<file path="config.mk">
export PLATFORM = sky130hd
export DESIGN_NAME = axi_wr_rsp_gen
export DESIGN_NICKNAME = d
export VERILOG_FILES = /design/src/rtl/axi_wr_rsp_gen.sv
export SDC_FILE = /design/constraint.sdc
export NUM_CORES = 1
export LEC_CHECK = 0
export ABC_AREA = 1
export CAP_MARGIN = 20
export CELL_PAD_IN_SITES_DETAIL_PLACEMENT = 0
export CELL_PAD_IN_SITES_GLOBAL_PLACEMENT = 1
export CORE_MARGIN = 2
export CORE_UTILIZATION = 40
export DETAILED_ROUTE_END_ITERATION = 7
export GPL_TIMING_DRIVEN = 0
export PLACE_DENSITY = 0.83
export SYNTH_ARGS = -nofsm -noshare
export SYNTH_HDL_FRONTEND = slang
export SYNTH_SLANG_ARGS = --single-unit
</file>
<file path="constraint.sdc">
create_clock -name clk -period 3.2 [get_ports clk]
set_input_delay 0.32 -clock clk [delete_from_list [all_inputs] [get_ports clk]]
set_output_delay 0.32 -clock clk [all_outputs]
set_load 0.02 [all_outputs]
</file>
<file path="src/rtl/axi_wr_rsp_gen.sv">
// AXI B-channel response generator: write completions are queued in FIFO order and
// presented on B through a dedicated output register, so capacity is DEPTH+1.
module axi_wr_rsp_gen #(
    parameter int ID_MAX_WIDTH = 12,
    parameter int DEPTH        = 4
) (
    input  logic                     clk,
    input  logic                     rst,
    input  logic                     cmpl_valid,
    output logic                     cmpl_ready,
    input  logic [ID_MAX_WIDTH-1:0]  cmpl_id,
    input  logic [1:0]               cmpl_resp,
    input  logic                     cmpl_user,
    output logic                     bvalid,
    input  logic                     bready,
    output logic [ID_MAX_WIDTH-1:0]  bid,
    output logic [1:0]               bresp,
    output logic                     buser,
    output logic [15:0]              rsp_cnt,
    output logic [15:0]              err_cnt,
    output logic [$clog2(DEPTH):0]   pending
);

    localparam int AW = $clog2(DEPTH);
    localparam int PW = AW + 1;
    localparam int EW = ID_MAX_WIDTH + 3;
    localparam logic [PW-1:0] DEPTH_P = PW'(DEPTH);

    logic [EW-1:0]            mem_q [DEPTH];
    logic [AW-1:0]            wr_ptr_q, wr_ptr_d;
    logic [AW-1:0]            rd_ptr_q, rd_ptr_d;
    logic [PW-1:0]            cnt_q, cnt_d;
    logic                     bvalid_q, bvalid_d;
    logic [EW-1:0]            bpay_q, bpay_d;
    logic [15:0]              rsp_cnt_q, rsp_cnt_d;
    logic [15:0]              err_cnt_q, err_cnt_d;

    logic                     hs, out_free, q_empty, accept, pop, load_direct, push;
    logic [EW-1:0]            cmpl_pay;
    logic [PW-1:0]            pending_w;

    // Pending and ready derive only from registered state, never from bready.
    assign pending_w  = cnt_q + {{AW{1'b0}}, bvalid_q};
    assign cmpl_ready = (pending_w <= DEPTH_P);
    assign cmpl_pay   = {cmpl_user, cmpl_resp, cmpl_id};

    always_comb begin
        hs          = bvalid_q & bready;
        out_free    = ~bvalid_q | hs;
        q_empty     = (cnt_q == '0);
        accept      = cmpl_valid & cmpl_ready;
        pop         = out_free & ~q_empty;
        load_direct = out_free & q_empty & accept;
        push        = accept & ~load_direct;

        wr_ptr_d = push ? wr_ptr_q + 1'b1 : wr_ptr_q;
        rd_ptr_d = pop  ? rd_ptr_q + 1'b1 : rd_ptr_q;
        cnt_d    = cnt_q + {{AW{1'b0}}, push} - {{AW{1'b0}}, pop};

        bvalid_d = bvalid_q;
        bpay_d   = bpay_q;
        if (out_free) begin
            bvalid_d = pop | load_direct;
            if (pop) begin
                bpay_d = mem_q[rd_ptr_q];
            end else if (load_direct) begin
                bpay_d = cmpl_pay;
            end
        end

        rsp_cnt_d = hs ? rsp_cnt_q + 16'd1 : rsp_cnt_q;
        err_cnt_d = err_cnt_q;
        if (hs && bpay_q[EW-2] && (err_cnt_q != 16'hFFFF)) begin
            err_cnt_d = err_cnt_q + 16'd1;
        end
    end

    always_ff @(posedge clk) begin
        if (rst) begin
            wr_ptr_q  <= '0;
            rd_ptr_q  <= '0;
            cnt_q     <= '0;
            bvalid_q  <= 1'b0;
            bpay_q    <= '0;
            rsp_cnt_q <= '0;
            err_cnt_q <= '0;
        end else begin
            wr_ptr_q  <= wr_ptr_d;
            rd_ptr_q  <= rd_ptr_d;
            cnt_q     <= cnt_d;
            bvalid_q  <= bvalid_d;
            bpay_q    <= bpay_d;
            rsp_cnt_q <= rsp_cnt_d;
            err_cnt_q <= err_cnt_d;
        end
    end

    // Queue storage carries no reset; only entries between the pointers are ever read.
    always_ff @(posedge clk) begin
        if (!rst && push) begin
            mem_q[wr_ptr_q] <= cmpl_pay;
        end
    end

    assign bvalid  = bvalid_q;
    assign bid     = bpay_q[ID_MAX_WIDTH-1:0];
    assign bresp   = bpay_q[ID_MAX_WIDTH+1:ID_MAX_WIDTH];
    assign buser   = bpay_q[EW-1];
    assign rsp_cnt = rsp_cnt_q;
    assign err_cnt = err_cnt_q;
    assign pending = pending_w;

endmodule
</file>
==> results.txt <==
The run finished with clean final reports. The count of clock tree sinks is 117. The power density relative to cell area is 808 nW/um^2. Walking the worst path, the cells encountered are ha_1, ha_1, o211ai_2, nand2_1, nor2_1, nand2_1, nor2_2. The proportion of synthesized chip area in sequential cells came out at 54.6%. For this run, the post-layout net count is 774. The worst hold slack is 0.486 ns.

Entering global routing, the biggest net connects 17 pins. Sorting the synthesized cells by area gives the leading types as edfxtp_1, dfxtp_1, nand2_1, nor2_1, inv_1. The clock transition at the register clock pins on the worst setup and hold paths after CTS is 0.05 ns. By count the netlist is led by nand2_1, nor2_1, inv_1, edfxtp_1, dfxtp_1. The setup skew after layout came out at 0.0120 ns.

Along the worst path, the maximum fanout reaches 15. The number of distinct library cells after synthesis came out at 35. The stage delay of the slowest cell on the critical path is 0.81 ns.

The placeable core area is 13200 sq um. The flop and latch count out of synthesis came out at 117. Of the cells placed in the final design, the portion with a size suffix greater than 1 is 9.11%. The worst path buffer plus inverter count is 0. Setup repair after global routing left no endpoint under its margin. The summed instance area of the synthesized netlist is 5390 sq um.

The boundary pin count is 71. The number of pins exceeding their max-slew limit in the final report came out at 0. The startpoint class of the critical path is a flip-flop. In the synthesized netlist the dominant register cell turns out to be edfxtp_1. Summing internal, switching and leakage power gives 5590 uW. The post-detailed-route DRC marker count came out at 0. The quantity of I/O buffers inserted on ports came out at 70. The warning count from the yosys run is 0. The placement-stage worst setup slack is 0.320 ns. The number of flops mapped to enable cells by yosys is 60. The total placed instance area came out at 6340 sq um.

When the netlist entered floorplanning its net count stood at 684. In this run the number of H-tree levels came out at 4. Global routing used 19.7% of the available tracks. The number of violations of the max-capacitance limit came out at 0. The relative slew slack is 32.4%. For the worst-skew pair, the clock arrives at the later sink with an insertion delay of 0.42 ns. The wire length of the first global-routing pass is 21900 um.

The number of placement rows came out at 42. Once the floorplan was initialized, standard cells occupied 40.9% of the core. IR analysis of the VDD net gives a maximum drop of 0.346 mV.

For this block, the via count after detailed routing is 4562. The worst hold-check path type is flip-flop to flip-flop. The synthesized design devotes to its leading area cell type 33.4% of total area. The chip height is 120 um.

The critical path in this run is classified as flip-flop to flip-flop. The library cell with the highest instance count after synthesis is nand2_1. The slowest stage cell on the critical path is nor2_2. The placed wire-length estimate came out at 9100 um. Derived from the worst setup path, the maximum achievable clock frequency is 350 MHz. The die width came out at 120 um. The mean instance size in the synthesized netlist came out at 8.24 sq um.

The number of clock buffers inserted by TritonCTS is 17. The synthesized design spends more area on one cell type than any other, namely edfxtp_1. The final routed wire length divided by cell count is 14.4 um.

The reported leakage power came out at 0.00268 uW. The post-synthesis to final-layout area growth came out at 28.2%. The number of global-route vias before repair came out at 4422. STA classifies the critical path endpoint as a flip-flop.

The design area came out at 6910 sq um. The clock period minus final worst setup slack is 2.86 ns. Post-CTS timing repair inserted 0 buffers for setup. The cell family contributing the most delay on the critical path is simple AND/OR/NAND/NOR gates.

The clock tree from TritonCTS is done. Hold repair after CTS inserted 0 buffers. The arrival time at the worst endpoint is 2.89 ns.

The count of cells resized by post-cts repair came out at 0. The measured slew at the worst slew-check pin is 1.01 ns. The routability congestion estimate is 0.802.

Fill cells in the final layout number 1260. The number of DRC markers in iteration 0 is 422. After detailed routing, the number of vias per cell comes to 4.89. Setup violations remaining at the end of the flow were counted as 0. The final hold violation count is 0. The remaining antenna violation count after routing is 0. For this run the aggregate overflow at the end of global routing stands at 0.

The maximum buffer depth of the clock tree is 2. The first detailed-routing pass took 5 iterations. The least setup slack across all paths after layout came out at 0.342 ns. The utilization after layout is 52.4%. The wire length reported by the detailed router came out at 13500 um.

For the worst setup path, the data required time is 3.23 ns. The number of instances in the synthesized netlist is 654. The share of flip-flops with an asynchronous set or reset after synthesis is 0%. The final clock period utilization by the worst path came out at 89.3%. The repair_antennas step left the layout with diodes totalling 0.

The initial antenna violation count came out at 0. The tree is rooted in a clkbuf_16. The die covers 14400 sq um.
[metrics by stage]
step / TNS [ns] / instances
after floorplan: 0 / 654
after global placement: -0.219 / 900
after detailed placement: 0 / 901
after CTS: 0 / 933
after global routing: 0 / 933
final: 0 / 933
[where the power goes]
part	internal [uW]	total [uW]	switching (uW)
Sequential	1780	1900	121
Combinational	689	1850	1160
Clock	1160	1830	673
[placed cells by master, fill, tap and decap left out, types with 4 or more instances in the layout]
cell type and instances:
edfxtp_1 60, xor2_1 7, nand4_1 7, nor2_1 143
a21oi_1 19, clkinvlp_4 5, clkbuf_1 6, o21ai_1 14
clkdlybuf4s50_1 70, buf_2 13, o21ai_0 26, nor3_1 4
nand3_1 32, ha_1 10, inv_1 61, clkbuf_16 17
a21oi_2 6, nor2_2 7, nand2_1 157, dfxtp_1 57
[sequential cells by signal (all words and copies together), names as in the netlist, named ones only]
register  count
rsp_cnt      16
err_cnt      16
wr_ptr_q      2
bpay_q       15
bvalid        1
rd_ptr_q      2
mem_q        60
cnt_q         3
[cells by family after synthesis]
logic type                 share of synthesized area [%]
buffers and inverters                               6.59
AOI/OAI and AO/OA                                   7.12
adders and majority gates                           2.69
and+or+nand+nor                                     27.4
DFF                                                 54.6
xor gates and xnor gates                            1.62
[area by class of cell]
class / count / area (sq um) / area share (%)
sequential: 117 / 2940 / 42.6
multi-input combinational: 452 / 2100 / 30.4
timing repair buffer: 71 / 716 / 10.4
clock buffer: 19 / 443 / 6.41
inverter: 62 / 233 / 3.37
tap: 176 / 220 / 3.19
clock inverter: 13 / 133 / 1.92
buffer: 23 / 123 / 1.77
[final timing paths]
| path | start | endpoint | slack [ns] | cells after the start |
|---|---|---|---|---|
| max | bvalid$_SDFFE_PP0P_ | mem_q[0][6]$_DFFE_PP_ | 0.34 | 7 |
| min | cnt_q[2]$_SDFF_PP0_ | cnt_q[2]$_SDFF_PP0_ | 0.49 | 1 |
| max reg2reg | bvalid$_SDFFE_PP0P_ | mem_q[0][6]$_DFFE_PP_ | 0.34 | 7 |
| min reg2reg | cnt_q[2]$_SDFF_PP0_ | cnt_q[2]$_SDFF_PP0_ | 0.49 | 1 |
[per-layer routing]
| layer | routed length [um] | share of wire [%] | track usage, % |
|---|---|---|---|
| met1 | 5970 | 44 | 24.6 |
| met3 | 862 | 6.4 | 5.85 |
| met5 | 0 | 0 | 0 |
| met4 | 206 | 1.5 | 6.69 |
| met2 | 6420 | 48 | 32.6 |
No activity file was read; power rests on OpenSTA's default activity.
